==> config.mk <==
export PLATFORM = sky130hd
export DESIGN_NAME = conv_output_collector
export DESIGN_NICKNAME = d
export VERILOG_FILES = /design/src/rtl/conv_output_collector_pkg.sv /design/src/rtl/conv_planar_addr_gen.sv /design/src/rtl/conv_output_collector.sv
export SDC_FILE = /design/constraint.sdc
export NUM_CORES = 1
export LEC_CHECK = 0
export CORE_ASPECT_RATIO = 1.25
export CORE_MARGIN = 2
export CORE_UTILIZATION = 50
export CTS_CLUSTER_DIAMETER = 100
export DETAILED_ROUTE_END_ITERATION = 7
export PLACE_DENSITY_LB_ADDON = 0.3
export SLEW_MARGIN = 0
export SYNTH_ARGS = -nofsm -noshare
export SYNTH_HDL_FRONTEND = slang
export SYNTH_SLANG_ARGS = --single-unit
==> constraint.sdc <==
create_clock -name clk -period 4.9 [get_ports clk]
set_clock_uncertainty 0.1 [all_clocks]
set_input_delay 0.98 -clock clk [delete_from_list [all_inputs] [get_ports clk]]
set_output_delay 0.98 -clock clk [all_outputs]
set_load 0.1 [all_outputs]
==> src/rtl/conv_output_collector_pkg.sv <==
// Shared types and helpers for the conv output collector: default word width,
// width helper and the collector state encoding.
package conv_output_collector_pkg;

  localparam int DEF_DATA_WIDTH = 16;

  typedef enum logic [1:0] {
    ST_IDLE    = 2'd0,
    ST_COLLECT = 2'd1,
    ST_DONE    = 2'd2
  } state_t;

  // Bits needed to hold 0..n-1, never below 1 so a one-word frame still has an address bit.
  function automatic int clog2(input int n);
    int w;
    w = 1;
    while ((1 << w) < n) w++;
    return w;
  endfunction

endpackage

==> src/rtl/conv_planar_addr_gen.sv <==
// Channel-planar write address generator: walks a pixel-major, channel-minor
// stream and yields ch*IMAGE_SIZE + pix using a running plane base instead of a multiply.
module conv_planar_addr_gen
  import conv_output_collector_pkg::*;
#(
  parameter int IMAGE_SIZE      = 306 * 306,
  parameter int CHANNEL_NUM_OUT = 1,
  parameter int ADDR_WIDTH      = clog2(IMAGE_SIZE * CHANNEL_NUM_OUT)
) (
  input  logic                  clk,
  input  logic                  reset,
  input  logic                  step,
  input  logic                  clear,
  output logic [ADDR_WIDTH-1:0] addr,
  output logic                  last
);

  localparam int CH_W  = clog2(CHANNEL_NUM_OUT);
  localparam int PIX_W = clog2(IMAGE_SIZE);

  localparam logic [CH_W-1:0]       CH_LAST    = CH_W'(CHANNEL_NUM_OUT - 1);
  localparam logic [PIX_W-1:0]      PIX_LAST   = PIX_W'(IMAGE_SIZE - 1);
  localparam logic [ADDR_WIDTH-1:0] PLANE_STEP = ADDR_WIDTH'(IMAGE_SIZE);

  logic [CH_W-1:0]       ch_cnt;
  logic [PIX_W-1:0]      pix_cnt;
  logic [ADDR_WIDTH-1:0] ch_base;
  logic                  ch_wrap;

  assign ch_wrap = (ch_cnt == CH_LAST);
  assign last    = ch_wrap && (pix_cnt == PIX_LAST);
  assign addr    = ch_base + ADDR_WIDTH'(pix_cnt);

  // The last word of a frame wraps every counter back to zero on its own step.
  always_ff @(posedge clk or negedge reset) begin
    if (!reset) begin
      ch_cnt  <= '0;
      pix_cnt <= '0;
      ch_base <= '0;
    end else if (clear) begin
      ch_cnt  <= '0;
      pix_cnt <= '0;
      ch_base <= '0;
    end else if (step) begin
      if (ch_wrap) begin
        ch_cnt  <= '0;
        ch_base <= '0;
        pix_cnt <= (pix_cnt == PIX_LAST) ? '0 : pix_cnt + PIX_W'(1);
      end else begin
        ch_cnt  <= ch_cnt + CH_W'(1);
        ch_base <= ch_base + PLANE_STEP;
      end
    end
  end

endmodule

==> src/rtl/conv_output_collector.sv <==
// Sink for the conv pipeline output stream: writes each word into a channel-planar
// buffer and holds the completed frame until the consumer acknowledges it.
module conv_output_collector
  import conv_output_collector_pkg::*;
#(
  parameter int DATA_WIDTH      = DEF_DATA_WIDTH,
  parameter int IMAGE_WIDTH     = 306,
  parameter int IMAGE_HEIGHT    = 306,
  parameter int CHANNEL_NUM_OUT = 1,
  parameter int IMAGE_SIZE      = IMAGE_WIDTH * IMAGE_HEIGHT,
  parameter int ADDR_WIDTH      = clog2(IMAGE_SIZE * CHANNEL_NUM_OUT)
) (
  input  logic                  clk,
  input  logic                  reset,
  input  logic                  valid_in,
  input  logic [DATA_WIDTH-1:0] pxl_in,
  input  logic                  frame_ack,
  output logic                  mem_wr_en,
  output logic [ADDR_WIDTH-1:0] mem_wr_addr,
  output logic [DATA_WIDTH-1:0] mem_wr_data,
  output logic                  frame_done,
  output logic                  busy,
  output logic                  overflow_err
);

  state_t                state;
  logic                  step;
  logic                  clear;
  logic                  last;
  logic [ADDR_WIDTH-1:0] addr;

  // Words are only consumed while the buffer is not being held for the consumer.
  assign step  = valid_in && (state != ST_DONE);
  assign clear = frame_ack && (state == ST_DONE);

  conv_planar_addr_gen #(
    .IMAGE_SIZE      (IMAGE_SIZE),
    .CHANNEL_NUM_OUT (CHANNEL_NUM_OUT),
    .ADDR_WIDTH      (ADDR_WIDTH)
  ) u_addr_gen (
    .clk   (clk),
    .reset (reset),
    .step  (step),
    .clear (clear),
    .addr  (addr),
    .last  (last)
  );

  // Write port and status flags are registered together so frame_done lines up with the final write.
  always_ff @(posedge clk or negedge reset) begin
    if (!reset) begin
      state        <= ST_IDLE;
      mem_wr_en    <= 1'b0;
      mem_wr_addr  <= '0;
      mem_wr_data  <= '0;
      frame_done   <= 1'b0;
      busy         <= 1'b0;
      overflow_err <= 1'b0;
    end else begin
      mem_wr_en <= 1'b0;
      case (state)
        ST_IDLE, ST_COLLECT: begin
          if (valid_in) begin
            mem_wr_en   <= 1'b1;
            mem_wr_addr <= addr;
            mem_wr_data <= pxl_in;
            if (last) begin
              state      <= ST_DONE;
              frame_done <= 1'b1;
              busy       <= 1'b0;
            end else begin
              state <= ST_COLLECT;
              busy  <= 1'b1;
            end
          end
        end
        ST_DONE: begin
          if (valid_in) overflow_err <= 1'b1;
          if (frame_ack) begin
            state      <= ST_IDLE;
            frame_done <= 1'b0;
          end
        end
        default: begin
          state      <= ST_IDLE;
          frame_done <= 1'b0;
          busy       <= 1'b0;
        end
      endcase
    end
  end

endmodule
Word-level counts from Yosys, hierarchy flattened
Cells that the tools add are included.
- add/sub/neg operators: 4
- equality and inequality tests: 8
- mux-type cells: 23
- bitwise logic cells: 2
- reduce and logical (&&, ||, !) cells: 12
- operators by type and width (cell ; number):
    17-bit two-way mux ; 7
    17-bit by 1-bit adder with 17-bit output, second input constant ; 1
    17-bit adder ; 1
    17-bit adder, second input constant ; 1
    17-bit == test, second input constant ; 1
    1-bit two-way mux ; 10
    2-bit inequality test, second input constant ; 5
    2-bit AND reduction ; 5
    2-bit two-way mux ; 3
    1-bit case mux with 2 select lines ; 2
    2-bit case mux with 2 select lines ; 1
    1-bit logical AND ; 3
    3-bit AND reduction ; 1
    2-bit by 1-bit == test with 1-bit output, second input constant ; 1
    2-bit == test, second input constant ; 1
    2-bit zero test ; 1
    1-bit NOT ; 2
    2-bit nonzero test ; 1
    2-bit OR reduction ; 1
    1-bit adder, second input constant ; 1
- bits in registers: 74
- output and inout port bits: 37

Longest topological paths before layout
Gate-level depths: netlist of the first run.
- depth after elaboration: 5
- depth in mapped cells: 6
- gate-level depth less buffers: 6

By module
A second synthesis of the first run with hierarchy kept.
- cells, all modules: 201
- area, all modules: 2630.0 um2
- modules (own cells, without submodules) (module ; times used ; cells each ; area an instance (um2) ; sequential area each (um2)):
    conv_output_collector ; 1 ; 94 ; 1629.1 ; 975.9
    conv_planar_addr_gen ; 1 ; 107 ; 1001.0 ; 425.4

Worst setup path after synthesis of the first run
OpenSTA, ideal clock, no wires.
- kind: input to register
- start: in valid_in
- end: reg mem_wr_addr[15]
- library setup time: 0.126 ns
- arrival time: 2.101 ns
- data required time: 4.674 ns
- path slack: 2.574 ns
- cell stages on the path: 4
- cells stage by stage: clkbuf_1 -> nand2_1 -> clkbuf_1 -> mux2_2
- longest elaborated chain between the ends: 1
- RTL lines (element ; line ; source):
    from (decl) ; conv_output_collector.sv:15 ; input logic valid_in,
    2-bit AND reduction (no source line) ; - ;
    to (signal assigned) ; conv_output_collector.sv:65 ; mem_wr_addr <= addr;
    to (decl) ; conv_output_collector.sv:19 ; output logic [ADDR_WIDTH-1:0] mem_wr_addr,
No other way between the ends.
A chain may end at the register's enable or synchronous reset.

Worst setup path after layout of the first run
- start: reg busy
- end: out busy
- RTL lines (element ; line ; source):
    from (decl) ; conv_output_collector.sv:22 ; output logic busy,
    from (signal assigned) ; conv_output_collector.sv:57 ; busy <= 1'b0;
    from (signal assigned) ; conv_output_collector.sv:70 ; busy <= 1'b0;
    from (signal assigned) ; conv_output_collector.sv:73 ; busy <= 1'b1;
No word-level cell between the ends.

==> results of run 1 <==
cell type report:
class | count | area, um2
clock buffer | 5 | 68.8
fill | 394 | 1570
multi-input combinational | 132 | 981
clock inverter | 3 | 42.5
tap | 60 | 75.1
timing repair buffer | 59 | 578
sequential | 56 | 1400
inverter | 4 | 15.0
logic make-up (layout without fill, tap and decap cells):
family          count (synthesis)  after routing  synth area share, %
compound gates                 24             24                 6.87
mux                            34             34                 15.6
flops                          56             56                 57.4
buf+inv                        13             71                 2.36
simple gates                   67             67                 15.0
xor+xnor                        6              6                 2.15
fa+ha+maj                       1              1                0.513
where the power goes:
group | total [mW] | leakage [nW] | switching, mW | internal [mW]
combinational | 0.494 | 0.611 | 0.359 | 0.134
clock | 0.296 | 0.0541 | 0.145 | 0.151
sequential | 0.583 | 0.710 | 0.0593 | 0.524
total | 1.37 | 1.37 | 0.563 | 0.809
worst min path at each step:
| stage | start | cells past startpoint | to | slack (ns) |
|---|---|---|---|---|
| floorplan | state[1] | 1 | state[0] | 0.33 |
| global placement | state[1] | 1 | state[0] | 0.34 |
| detailed placement | overflow_err | 1 | overflow_err | 0.35 |
| CTS | state[1] | 1 | state[0] | 0.36 |
| global route | state[1] | 1 | state[0] | 0.40 |
| finish | state[1] | 1 | state[0] | 0.36 |
state kept, by name, summed over array words and instances, names as in the netlist:
| signal | count |
|---|---|
| u_addr_gen.pix_cnt | 17 |
| frame_done | 1 |
| state | 2 |
| mem_wr_addr | 17 |
| mem_wr_en | 1 |
| busy | 1 |
| overflow_err | 1 |
| mem_wr_data | 16 |
cell usage in the layout (no fill, tap or decap), types with 2 or more instances in the layout:
| master | Yosys | layout |
|---|---|---|
| dfrtp_1 | 56 | 56 |
| clkdlybuf4s50_1 | 0 | 55 |
| mux2_2 | 22 | 22 |
| nand2_1 | 16 | 16 |
| nor2_1 | 12 | 12 |
| nand3_1 | 11 | 11 |
| mux2_1 | 11 | 11 |
| o21ai_1 | 6 | 6 |
| clkbuf_8 | 0 | 5 |
| inv_1 | 4 | 4 |
| nor3_1 | 4 | 4 |
| or3_1 | 4 | 4 |
| xnor2_1 | 4 | 4 |
| a21o_1 | 3 | 3 |
| nand4_1 | 3 | 3 |
| nor4_1 | 3 | 3 |
| buf_4 | 0 | 3 |
| xor2_1 | 2 | 2 |
| a21oi_1 | 2 | 2 |
| and3_1 | 2 | 2 |
| a211o_1 | 2 | 2 |
| nor4b_1 | 2 | 2 |
| nor3b_1 | 2 | 2 |
| a22o_1 | 2 | 2 |
per-stage QoR:
step           hold WS, ns  cells
3_3_place_gp         0.341    311
4_1_cts              0.362    319
2_1_floorplan        0.326    201
6_report             0.365    319
5_1_grt              0.399    319
3_5_place_dp         0.349    311
layer usage:
metal / vias up / global-route usage (%)
met1: 884 / 22.1
met4: 0 / 7.96
met3: 9 / 4.61
li1: 833 / -
met5: - / 0
met2: 52 / 32.2
==> impl_metrics.json, run 1 <==
{
  "grt_pass1_vias": 1755,
  "regToRegSetupSlack_ns": 2.72,
  "worstMarginPinSlew_ns": 0.978,
  "clk_pin_slew_ns": 0.09,
  "worstPathCellList": "clkdlybuf4s50_1",
  "cp.depth": 1,
  "track_usage_pct": 18.6,
  "pin_count": 57,
  "fmax_mhz": 343,
  "dr.first_iter.drc_count": 64,
  "cts.htree.levels": 2,
  "fin_setup_tns_ns": 0,
  "routed_wl_mm": 4.68,
  "grt_antenna_before_repair": 0,
  "period_minus_slack_ns": 2.91,
  "ys_ff_latch": 56,
  "synth-edff-count": 0,
  "path_buf_inv": 1,
  "yosysWarnings": 0,
  "grt_overflow": 0,
  "rsz0062_at_grt": "false",
  "critPathKind": "register to primary output",
  "ys_types": 43,
  "start_util_pct": 51.6,
  "pre_cts_ws_ns": 1.82,
  "cp.arrival_ns": 1.83,
  "drive_gt1_share_pct": 14.7,
  "peakVddDrop_mv": 0.407,
  "dpl-instance-area_um2": 3050,
  "slowest_stage": "clkdlybuf4s50_1",
  "cts.sinks": 56,
  "cap_violations": 0,
  "synth.cell_area_um2": 2440,
  "die_area_um2": 5460,
  "num_vias": 1778,
  "p_leak_nw": 1.37,
  "r2r-start": "u_addr_gen.pix_cnt[2]",
  "viasPerCell": 5.57,
  "total_power_mw": 1.37,
  "chipHeight_um": 82.1,
  "numCtsBuffers": 5,
  "synth.top_cell.area_share_pct": 57.4,
  "setup_viol": 0,
  "wl_per_cell_um": 14.7,
  "worstPathMaxFanout": 3,
  "yosysTopAreaCell": "dfrtp_1",
  "synth_cells": 201,
  "highest-signal-layer": "met4",
  "drv_slew": 0,
  "ys.flop_type": "dfrtp_1",
  "yosysSeqAreaShare_pct": 57.4,
  "cts_tree": "done",
  "syn_to_final_growth_pct": 29.6,
  "port-buffer-count": 56,
  "synth_nets": 222,
  "synth_area_leaders": "dfrtp_1, mux2_2, mux2_1, nand2_1, nand3_1",
  "slew_headroom_pct": 34.6,
  "grt_pass1_wl_mm": 7.80,
  "core-area_um2": 4730,
  "cts-root-buf": "clkbuf_8",
  "grt_max_degree": 57,
  "drc_errors": 0,
  "post-route-period-util_pct": 59.5,
  "wl_met3_um": 276,
  "synth_most_common_cell": "dfrtp_1",
  "crit_family": "buffers and inverters",
  "first_pass_iters": 4,
  "yosys-top-cells-count": "dfrtp_1, mux2_2, nand2_1",
  "route.met2.wl_mm": 2.30,
  "final_area_um2": 3160,
  "final_util_pct": 66.9,
  "r2r_cells": 5,
  "crit_start": "busy",
  "syn_avg_cell_area_um2": 12.1,
  "cts_setup_buffers": 0,
  "worstReg2RegEnd": "u_addr_gen.pix_cnt[9]",
  "synthArstFlopShare_pct": 100,
  "cp-start-kind": "register",
  "critPathCapture": "busy",
  "dpl.hpwl_mm": 3.26,
  "status": "completed",
  "ctsHoldBuffers": 0,
  "required_ns": 3.82,
  "nets": 279,
  "cp-end-kind": "primary output",
  "ant_nets": 0,
  "diodes": 0,
  "clock_path_buffers": 2,
  "fin_ws_ns": 1.99,
  "hold_viol_final": 0,
  "fp.dieW_um": 66.5,
  "min_path_type": "register to register",
  "clkLatencyLatePin_ns": 0.31,
  "wl_met1_mm": 2.02,
  "num_rows": 28,
  "place_congestion": 0.798,
  "max_stage_delay_ns": 1.14,
  "power_density_nw_per_um2": 434,
  "cts_resized": 0
}
Note: power is estimated with default switching activity, not from simulation.
==> run 2, diff against run 1 <==
--- a/config.mk
+++ b/config.mk
@@ -7,7 +7,7 @@
 export LEC_CHECK = 0
 export CORE_ASPECT_RATIO = 1.25
 export CORE_MARGIN = 2
-export CORE_UTILIZATION = 50
+export CORE_UTILIZATION = 49
 export CTS_CLUSTER_DIAMETER = 100
 export DETAILED_ROUTE_END_ITERATION = 7
 export PLACE_DENSITY_LB_ADDON = 0.3
==> constraint.sdc (replaced) <==
create_clock -name clk -period 2.8 [get_ports clk]
set_clock_uncertainty 0.1 [all_clocks]
set_input_delay 0.56 -clock clk [delete_from_list [all_inputs] [get_ports clk]]
set_output_delay 0.56 -clock clk [all_outputs]
set_load 0.1 [all_outputs]
==> impl_metrics.json, run 2 (synthesis results as in run 1) <==
{
  "status": "completed",
  "syn_to_final_growth_pct": 25.7,
  "final_area_um2": 3070,
  "start_util_pct": 51.2,
  "clkLatencyLatePin_ns": 0.31,
  "max_stage_delay_ns": 0.58,
  "ctsHoldBuffers": 0,
  "crit_family": "simple AND/OR/NAND/NOR gates",
  "numCtsBuffers": 5,
  "viasPerCell": 5.44,
  "num_rows": 28,
  "cp-start-kind": "register",
  "combinationalPowerShare_pct": 36.7,
  "worstPathCellList": "or4b_4 -> nor3_4 -> a21oi_2 -> and3_1 -> a211o_1",
  "first_pass_iters": 4,
  "cts_setup_buffers": 0,
  "num_vias": 1741,
  "post-route-period-util_pct": 78.1,
  "clk_pin_slew_ns": 0.10,
  "min_path_type": "input pin to async pin",
  "drive_gt1_share_pct": 28.8,
  "r2r-start": "u_addr_gen.pix_cnt[2]",
  "critPathKind": "register to register",
  "slowest_stage": "or4b_4",
  "die_area_um2": 5560,
  "chipHeight_um": 82.9,
  "setup_viol": 0,
  "wl_per_cell_um": 14.4,
  "path_buf_inv": 0,
  "grt_pass1_wl_mm": 8.04,
  "drv_slew": 0,
  "grt_antenna_before_repair": 0,
  "hold_viol_final": 0,
  "power.internal_mw": 1.31,
  "reg.largest.list": "mem_wr_addr (17), u_addr_gen.pix_cnt (17), mem_wr_data (16)",
  "slew_headroom_pct": 61.0,
  "dpl.hpwl_mm": 3.37,
  "diodes": 0,
  "grt_overflow": 0,
  "place_congestion": 0.869,
  "grt_max_degree": 32,
  "cts-root-buf": "clkbuf_8",
  "grt_pass1_vias": 1733,
  "clock_path_buffers": 2,
  "switchingPower_mw": 0.987,
  "dpl-instance-area_um2": 2980,
  "routed_wl_mm": 4.62,
  "seq_power_share_pct": 44.4,
  "pin_count": 57,
  "cp-end-kind": "register",
  "nets": 280,
  "ant_nets": 0,
  "total_power_mw": 2.30,
  "cts.sinks": 56,
  "cts.htree.levels": 2,
  "track_usage_pct": 18.5,
  "final_cell_mix": "dfrtp_1, buf_4, mux2_2, clkdlybuf4s50_1, nand2_1",
  "power_density_nw_per_um2": 748,
  "clkPwrFrac_pct": 18.9,
  "drc_errors": 0,
  "period_minus_slack_ns": 2.19,
  "fmax_mhz": 457,
  "port-buffer-count": 56,
  "required_ns": 2.89,
  "cap_violations": 0,
  "core-area_um2": 4760,
  "fin_setup_tns_ns": 0,
  "dr.first_iter.drc_count": 87,
  "mostFrequentLayoutCell": "dfrtp_1",
  "p_leak_nw": 1.42,
  "switching_share_pct": 43.0,
  "worstMarginPinSlew_ns": 0.585,
  "cts_resized": 0,
  "crit_start": "u_addr_gen.pix_cnt[2]",
  "cts_tree": "done",
  "fp.dieW_um": 67.1,
  "rsz0062_at_grt": "false",
  "cp.arrival_ns": 2.28,
  "peakVddDrop_mv": 0.836,
  "worstPathMaxFanout": 10
}
## run 2: cell count changes in the layout (fill, tap and decap cells not counted), sizes merged
cell / delta
bufinv: -1
buf: +38
clkbuf: +1
clkdlybuf4s50: -37
## run 2: final timing paths
check	cells past startpoint	to	slack, ns
max in group asynchronous	2	state[0]	1.90
max reg2reg	5	u_addr_gen.pix_cnt[9]	0.61
min reg2reg	1	state[0]	0.38
min in group clk	1	state[0]	0.38
min	1	mem_wr_data[13]	0.14
max	5	u_addr_gen.pix_cnt[9]	0.61
## run 2: metal layers
metal  routed length [um]  up-vias  global-route usage [%]  share of wire (%)
met3                  247        7                    4.20                5.3
met5                    0        -                       0                  0
met1                 2050      849                    23.4                 44
met2                 2260       45                    31.1                 49
met4                   64        0                    5.57                1.4
li1                     -      840                       -                  -
## run 2: cell type report
cell class / count / area, um2
inverters: 4 / 15.0
flip-flops and latches: 56 / 1400
clock inverters: 2 / 16.3
clock buffers: 6 / 72.6
repair buffers: 60 / 505
multi-input cells: 132 / 981
well taps: 60 / 75.1
fillers: 406 / 1700
## run 2: stage by stage
step,setup WS (ns),instances,utilization [%],hold slack (ns)
4_1_cts,0.619,320,64.4,0.158
6_report,0.614,320,64.4,0.137
3_5_place_dp,0.383,312,62.5,0.353
2_1_floorplan,0.777,201,-,0.164
5_1_grt,0.487,320,64.4,0.180
3_3_place_gp,0.423,312,62.5,0.346
## run 2: power groups by stage
stage	sequential [mW]	combinational (mW)	clock, mW
3_5_place_dp	1.04	0.849	0
4_1_cts	1.02	0.850	0.441
2_1_floorplan	1.51	0.178	0
3_3_place_gp	1.03	0.838	0
5_1_grt	1.04	0.882	0.475
6_report	1.02	0.843	0.434
==> run 3, diff against run 2 <==
--- a/config.mk
+++ b/config.mk
@@ -7,7 +7,7 @@
 export LEC_CHECK = 0
 export CORE_ASPECT_RATIO = 1.25
 export CORE_MARGIN = 2
-export CORE_UTILIZATION = 49
+export CORE_UTILIZATION = 45
 export CTS_CLUSTER_DIAMETER = 100
 export DETAILED_ROUTE_END_ITERATION = 7
 export PLACE_DENSITY_LB_ADDON = 0.3
==> constraint.sdc (replaced) <==
create_clock -name clk -period 2 [get_ports clk]
set_clock_uncertainty 0.1 [all_clocks]
set_input_delay 0.4 -clock clk [delete_from_list [all_inputs] [get_ports clk]]
set_output_delay 0.4 -clock clk [all_outputs]
set_load 0.1 [all_outputs]
==> impl_metrics.json, run 3 (synthesis results as in run 1) <==
{
  "crit_family": "simple AND/OR/NAND/NOR gates",
  "cap_violations": 0,
  "grt_antenna_before_repair": 0,
  "total_power_mw": 3.56,
  "worstMarginPinSlew_ns": 0.491,
  "place_congestion": 0.836,
  "grt_pass1_vias": 1925,
  "fin_ws_ns": 0.0211,
  "critPathKind": "register to register",
  "peakVddDrop_mv": 0.783,
  "viasPerCell": 5.33,
  "pre_cts_ws_ns": 0.000335,
  "core-area_um2": 5330,
  "first_pass_iters": 4,
  "r2r-start": "u_addr_gen.pix_cnt[5]",
  "fmax_mhz": 505,
  "nets": 310,
  "drive_gt1_share_pct": 37.6,
  "drv_slew": 0,
  "slew_headroom_pct": 67.3,
  "setup_viol": 0,
  "die_area_um2": 6030,
  "drc_errors": 0,
  "clk_pin_slew_ns": 0.10,
  "dpl.hpwl_mm": 3.74,
  "wl_per_cell_um": 14.7,
  "required_ns": 2.10,
  "regToRegSetupSlack_ns": 0.02,
  "wl_met1_mm": 2.27,
  "rsz0062_at_grt": "true",
  "port-buffer-count": 56,
  "cts.htree.levels": 2,
  "power_density_nw_per_um2": 979,
  "route.met2.wl_mm": 2.62,
  "cp-start-kind": "register",
  "final_cell_mix": "dfrtp_1, buf_4, buf_12, mux2_2, clkdlybuf4s50_1",
  "grt_overflow": 0,
  "syn_to_final_growth_pct": 48.8,
  "clkLatencyLatePin_ns": 0.31,
  "max_stage_delay_ns": 0.55,
  "cp.arrival_ns": 2.08,
  "chipHeight_um": 86.3,
  "reg.largest.list": "mem_wr_addr (17), u_addr_gen.pix_cnt (17), mem_wr_data (16)",
  "clock_path_buffers": 2,
  "numCtsBuffers": 5,
  "cp-end-kind": "register",
  "worstPathMaxFanout": 10,
  "num_rows": 30,
  "routed_wl_mm": 5.19,
  "path_buf_inv": 0,
  "cts-root-buf": "clkbuf_8",
  "cts_tree": "done",
  "status": "completed",
  "num_vias": 1888,
  "fp.dieW_um": 69.9,
  "hold_path_end": "state[0]",
  "slowest_stage": "or4b_4",
  "worstHoldStart": "state[1]",
  "cts.sinks": 56,
  "pin_count": 57,
  "highest-signal-layer": "met4",
  "ant_nets": 0,
  "worstReg2RegEnd": "u_addr_gen.pix_cnt[10]",
  "hold_viol_final": 0,
  "grt_max_degree": 23,
  "hold_path_depth": 1,
  "mostFrequentLayoutCell": "dfrtp_1",
  "diodes": 0,
  "worstPathCellList": "or4b_4 -> nor3_4 -> a21oi_4 -> and3_1 -> a211o_1",
  "r2r_cells": 5,
  "period_minus_slack_ns": 1.98,
  "p_leak_nw": 1.66,
  "dr.first_iter.drc_count": 81,
  "grt_pass1_wl_mm": 9.05,
  "track_usage_pct": 18.8,
  "min_path_type": "register to register",
  "start_util_pct": 45.8,
  "wl_met3_um": 208,
  "post-route-period-util_pct": 98.9
}
run 3: through the flow:
stage,area (um2),cells,setup TNS (ns),hold slack (ns),util (%)
floorplan,2450,201,0,0.00441,-
global placement,3470,341,0,0.293,65.1
detailed placement,3470,341,0,0.298,65.1
CTS,3570,350,0,0.389,67.0
global route,3630,354,-0.102,0.397,68.1
finish,3630,354,0,0.392,68.1
run 3: where the power goes:
group | total, mW | internal (mW) | leakage [nW] | switching, mW
sequential | 1.41 | 1.28 | 0.710 | 0.128
clock | 0.641 | 0.282 | 0.0445 | 0.359
combinational | 1.50 | 0.539 | 0.901 | 0.964
total | 3.56 | 2.11 | 1.66 | 1.45
run 3: how the worst max path moves through the flow:
stage / startpoint / end / cells past startpoint
after floorplan: u_addr_gen.pix_cnt[12] / u_addr_gen.pix_cnt[9] / 6
after global placement: valid_in / u_addr_gen.pix_cnt[15] / 5
after detailed placement: valid_in / u_addr_gen.pix_cnt[15] / 5
after CTS: u_addr_gen.pix_cnt[5] / u_addr_gen.pix_cnt[10] / 5
after global routing: u_addr_gen.pix_cnt[5] / u_addr_gen.pix_cnt[9] / 5
final: u_addr_gen.pix_cnt[5] / u_addr_gen.pix_cnt[10] / 5
run 3: what timing repair did:
| action | CTS | global route |
|---|---|---|
| setup endpoints to repair | 0 | 10 |
| endpoints found under the hold margin | 17 | 0 |
| gates resized for setup | 0 | 5 |
| setup buffers | 0 | 4 |
| hold buffers | 1 | 0 |
run 3: area by class of cell:
class,instances,area [um2]
clock buffers,7,86.3
clock inverters,1,7.51
fillers,387,1700
inverters,4,15.0
multi-input cells,132,1020
flip-flops and latches,56,1400
well taps,64,80.1
repair buffers,90,1020
run 3: worst register-to-register path, cell delays in order, from the launching register on:
cell	delay, ns
dfrtp_1	0.39
or4b_4	0.55
nor3_4	0.24
a21oi_4	0.14
and3_1	0.19
a211o_1	0.27
run 3: metal layers:
metal  global-route usage (%)  vias to the layer above
met5                        0                        -
met4                     8.22                        0
met3                     3.49                        6
met2                     31.3                       48
met1                     24.2                      935
li1                         -                      899
==> variant 1 (config.mk and constraints of run 3) <==
Change the package constant `DEF_DATA_WIDTH` from 16 to 32.
--- a/src/rtl/conv_output_collector_pkg.sv
+++ b/src/rtl/conv_output_collector_pkg.sv
@@ -3,5 +3,5 @@
 package conv_output_collector_pkg;
 
-  localparam int DEF_DATA_WIDTH = 16;
+  localparam int DEF_DATA_WIDTH = 32;
 
   typedef enum logic [1:0] {
Ports: changed (resized mem_wr_data and pxl_in); port bits go from 57 to 89. No check against the original RTL was run, so the function may have changed too.
==> variant 1 against run 3 <==
  * The run now ends with setup timing left
  * Design area rose by 31%
  * Sequential cell count grew 16
  * Wire length rose by 35%
  * Area after synthesis is 24% higher
  * Power up 38%
  * Via count is 27% higher
  * Critical path depth rose by 2
  * Setup slack got worse by 0.34 ns
  * Global-route usage increased by 1.4 points
  * Largest cell class unchanged
  * Largest power group is now sequential cells
==> variant 1: results (changes against run 3) <==
[outcome]
result_of_the_run=finished, violations left
failed_checks=setup timing

[timing]
finalWorstSetupSlack_ns=-0.321  ; -0.342 ns
setup_violations=20  ; +20
fin_worst_hold_slack_ns=0.411  ; +0.0190 ns
fin_setup_tns_ns=-4.99  ; -4.99 ns

[detailed_routing]
post_drt_via_cell_ratio=5.28  ; -0.95%

[worst_setup_path]
critical-path-max-stage-delay_ns=0.50  ; -0.05 ns
timing.critical_path.arrival_ns=2.46  ; +0.38 ns

[grt]
grt_start_max_net_pins=39  ; +70%
global_route_total_usage_across_every_layer=0.202  ; +0.0137
global_route_wire_length_before_repair_microns=11600  ; +28%

[final_layout]
post_route_cells_drive_above_1_share=0.456  ; +0.0804
num-nets-final=398  ; +28%

[worst_hold_path]
holdCritStartpoint=mem_wr_data[17]
timing.hold.worst_endpoint=mem_wr_data[17]

[clock_tree]
post_cts_resize_count=10  ; +10

[placed_design]
finalWeightedCongestion=0.863  ; +3.2%
dpl-instance-area_sq_mm=0.00440  ; +27%

[power]
power.net_switching_w=0.00182  ; +26%
comb_power_share=0.354  ; -0.069

[synth]
synth_adder_area_share=0.00414  ; -0.000989
synthTopCellsByArea=dfrtp_1, mux2_2, nand2_1, a21oi_1, o21ai_0
synth.yosys.seq_area_share=0.596  ; +0.0217
yosys.cell_types.count=38  ; -12%

variant 1: cell types whose count changed in the layout (fill, tap and decap cells not counted), moves of 3 or more:
cell,change
a21oi_1,+8
buf_4,+12
bufinv_16,+3
clkbuf_8,+5
clkdlybuf4s50_1,+16
dfrtp_1,+16
mux2_1,-11
mux2_2,+27
nand3_1,-5
nor2_1,-8
o21ai_0,+4
xnor2_1,-3
variant 1: layout make-up:
| type | instances | area (sq um) | area share |
|---|---|---|---|
| flip-flops and latches | 72 | 1800 | 0.380 |
| multi-input cells | 151 | 1240 | 0.261 |
| repair buffers | 121 | 1320 | 0.279 |
| inverters | 6 | 22.5 | 0.00474 |
| clock inverters | 5 | 103 | 0.0216 |
| well taps | 87 | 109 | 0.0229 |
| clock buffers | 11 | 151 | 0.0319 |
variant 1: routing by layer:
metal	up-vias	GRT usage	routed length [microns]
met5	-	0	0
met4	0	0.0699	64
met3	9	0.0900	637
met2	106	0.329	3560
met1	1172	0.238	2740
li1	1106	-	-
==> variant 2 (flow settings as in run 3) <==
Made on the original files. Make the reset (`reset`) synchronous in 2 clocked blocks.
--- a/src/rtl/conv_planar_addr_gen.sv
+++ b/src/rtl/conv_planar_addr_gen.sv
@@ -33,5 +33,5 @@
 
   // The last word of a frame wraps every counter back to zero on its own step.
-  always_ff @(posedge clk or negedge reset) begin
+  always_ff @(posedge clk) begin
     if (!reset) begin
       ch_cnt  <= '0;
--- a/src/rtl/conv_output_collector.sv
+++ b/src/rtl/conv_output_collector.sv
@@ -48,5 +48,5 @@
 
   // Write port and status flags are registered together so frame_done lines up with the final write.
-  always_ff @(posedge clk or negedge reset) begin
+  always_ff @(posedge clk) begin
     if (!reset) begin
       state        <= ST_IDLE;
Behaviour: differs if reset is asserted again (counterexample within 4 cycles, from zero or initial values and one cycle with reset low); with reset held inactive, the same outputs for 10 cycles.
==> variant 2 against run 3 <==
  * Design area is 9.5% lower
  * Utilization shrank 3.0 points
  * Critical path type unchanged
  * Area after synthesis is 3.6% lower
  * Wire length about the same
  * Sequential cell count did not move
  * Setup slack improved by 0.15 ns
  * Fmax is 8.3% higher
  * Critical endpoint is now u_addr_gen.pix_cnt[16]
Power is not compared: it rests on default switching activity, and its combinational part moved more than twofold at a synthesized area within 25%.
==> variant 2: results (changes against run 3) <==
[outcome]
result_of_the_run=finished clean

[detailed_routing]
wl_met2_microns=2680  ; +2.4%
met1Wirelength_microns=2180  ; -3.8%
met3WireLength_microns=243  ; +17%
drt-wirelength-per-cell_microns=13.0  ; -11%

[grt]
grt_start_max_net_pins=32  ; +39%
global_route_wire_length_before_repair_microns=9070  ; +0.23%
grt.met2_usage=0.350  ; +0.0371
grt.met1_usage=0.230  ; -0.0121

[timing]
worst_slew_pin_slew_ns=0.332  ; -0.159 ns

[worst_setup_path]
timing.critical_path.slowest_stage_cell=or4_1
r2r_end=u_addr_gen.pix_cnt[16]

[worst_hold_path]
holdCritStartpoint=mem_wr_data[15]
timing.hold.worst_endpoint=mem_wr_data[15]

[final_layout]
multi_input_comb_cells=197  ; +49%
clock_area_frac=0.0286  ; +0.00272
areaGrowthSynthToFinish_pct=39.8
post_route_cells_drive_above_1_share=0.213  ; -0.163
seq_share=0.341  ; -0.0447
non_clock_buffer_count=74  ; -18%
finish.cell_count_without_fillers=400  ; +13%
num-nets-final=358  ; +15%
nFillCells=411  ; +6.2%

[placed_design]
finalWeightedCongestion=0.858  ; +2.6%
dpl-instance-area_sq_mm=0.00319  ; -8.1%

[synth]
post_synth.cell_area_avg_sq_um=8.64  ; -29%
syn-num-nets=293  ; +32%
yosys.cell_types.count=35  ; -19%
synth.cells.most_frequent=nand2_1, dfxtp_1, a21boi_1

[variant 2: cell count changes after synthesis, moves of 9 or more]
cell | run 3 | this run
mux2_2 | 22 | 0
dfrtp_1 | 56 | 0
a211oi_1 | 0 | 9
nand2_1 | 16 | 78
a21boi_1 | 0 | 36
mux2_1 | 11 | 0
dfxtp_1 | 0 | 56
[variant 2: power by group through the flow]
stage | clock network, W | logic [W] | registers, W
global route | 0.000703 | 0.000371 | 0.00117
global placement | 0 | 0.000350 | 0.00119
floorplan | 0 | 0.0000813 | 0.00134
CTS | 0.000659 | 0.000354 | 0.00116
detailed placement | 0 | 0.000353 | 0.00119
finish | 0.000641 | 0.000350 | 0.00116
[variant 2: worst max-delay path by stage]
stage | end | slack (ns)
2_1_floorplan | u_addr_gen.pix_cnt[0] | 0.28
3_3_place_gp | u_addr_gen.pix_cnt[16] | -0.02
3_5_place_dp | u_addr_gen.pix_cnt[16] | -0.05
4_1_cts | u_addr_gen.pix_cnt[14] | 0.12
5_1_grt | u_addr_gen.pix_cnt[6] | 0.02
6_report | u_addr_gen.pix_cnt[16] | 0.17
[variant 2: per-stage QoR]
stage | TNS (ns) | hold WS, ns
detailed placement | -0.0849 | 0.345
CTS | 0 | 0.360
finish | 0 | 0.357
global route | 0 | 0.375
floorplan | 0 | 0.348
global placement | -0.0309 | 0.341
[variant 2: cells by family after synthesis]
| family | after synthesis | share of synthesized area |
|---|---|---|
| flip-flops | 56 | 0.477 |
| XOR/XNOR | 5 | 0.0186 |
| AO/OA/AOI/OAI | 62 | 0.194 |
| adder cells (fa/ha/maj) | 1 | 0.00532 |
| multiplexers | 1 | 0.00426 |
| AND/OR/NAND/NOR | 128 | 0.267 |
| buffers and inverters | 19 | 0.0346 |
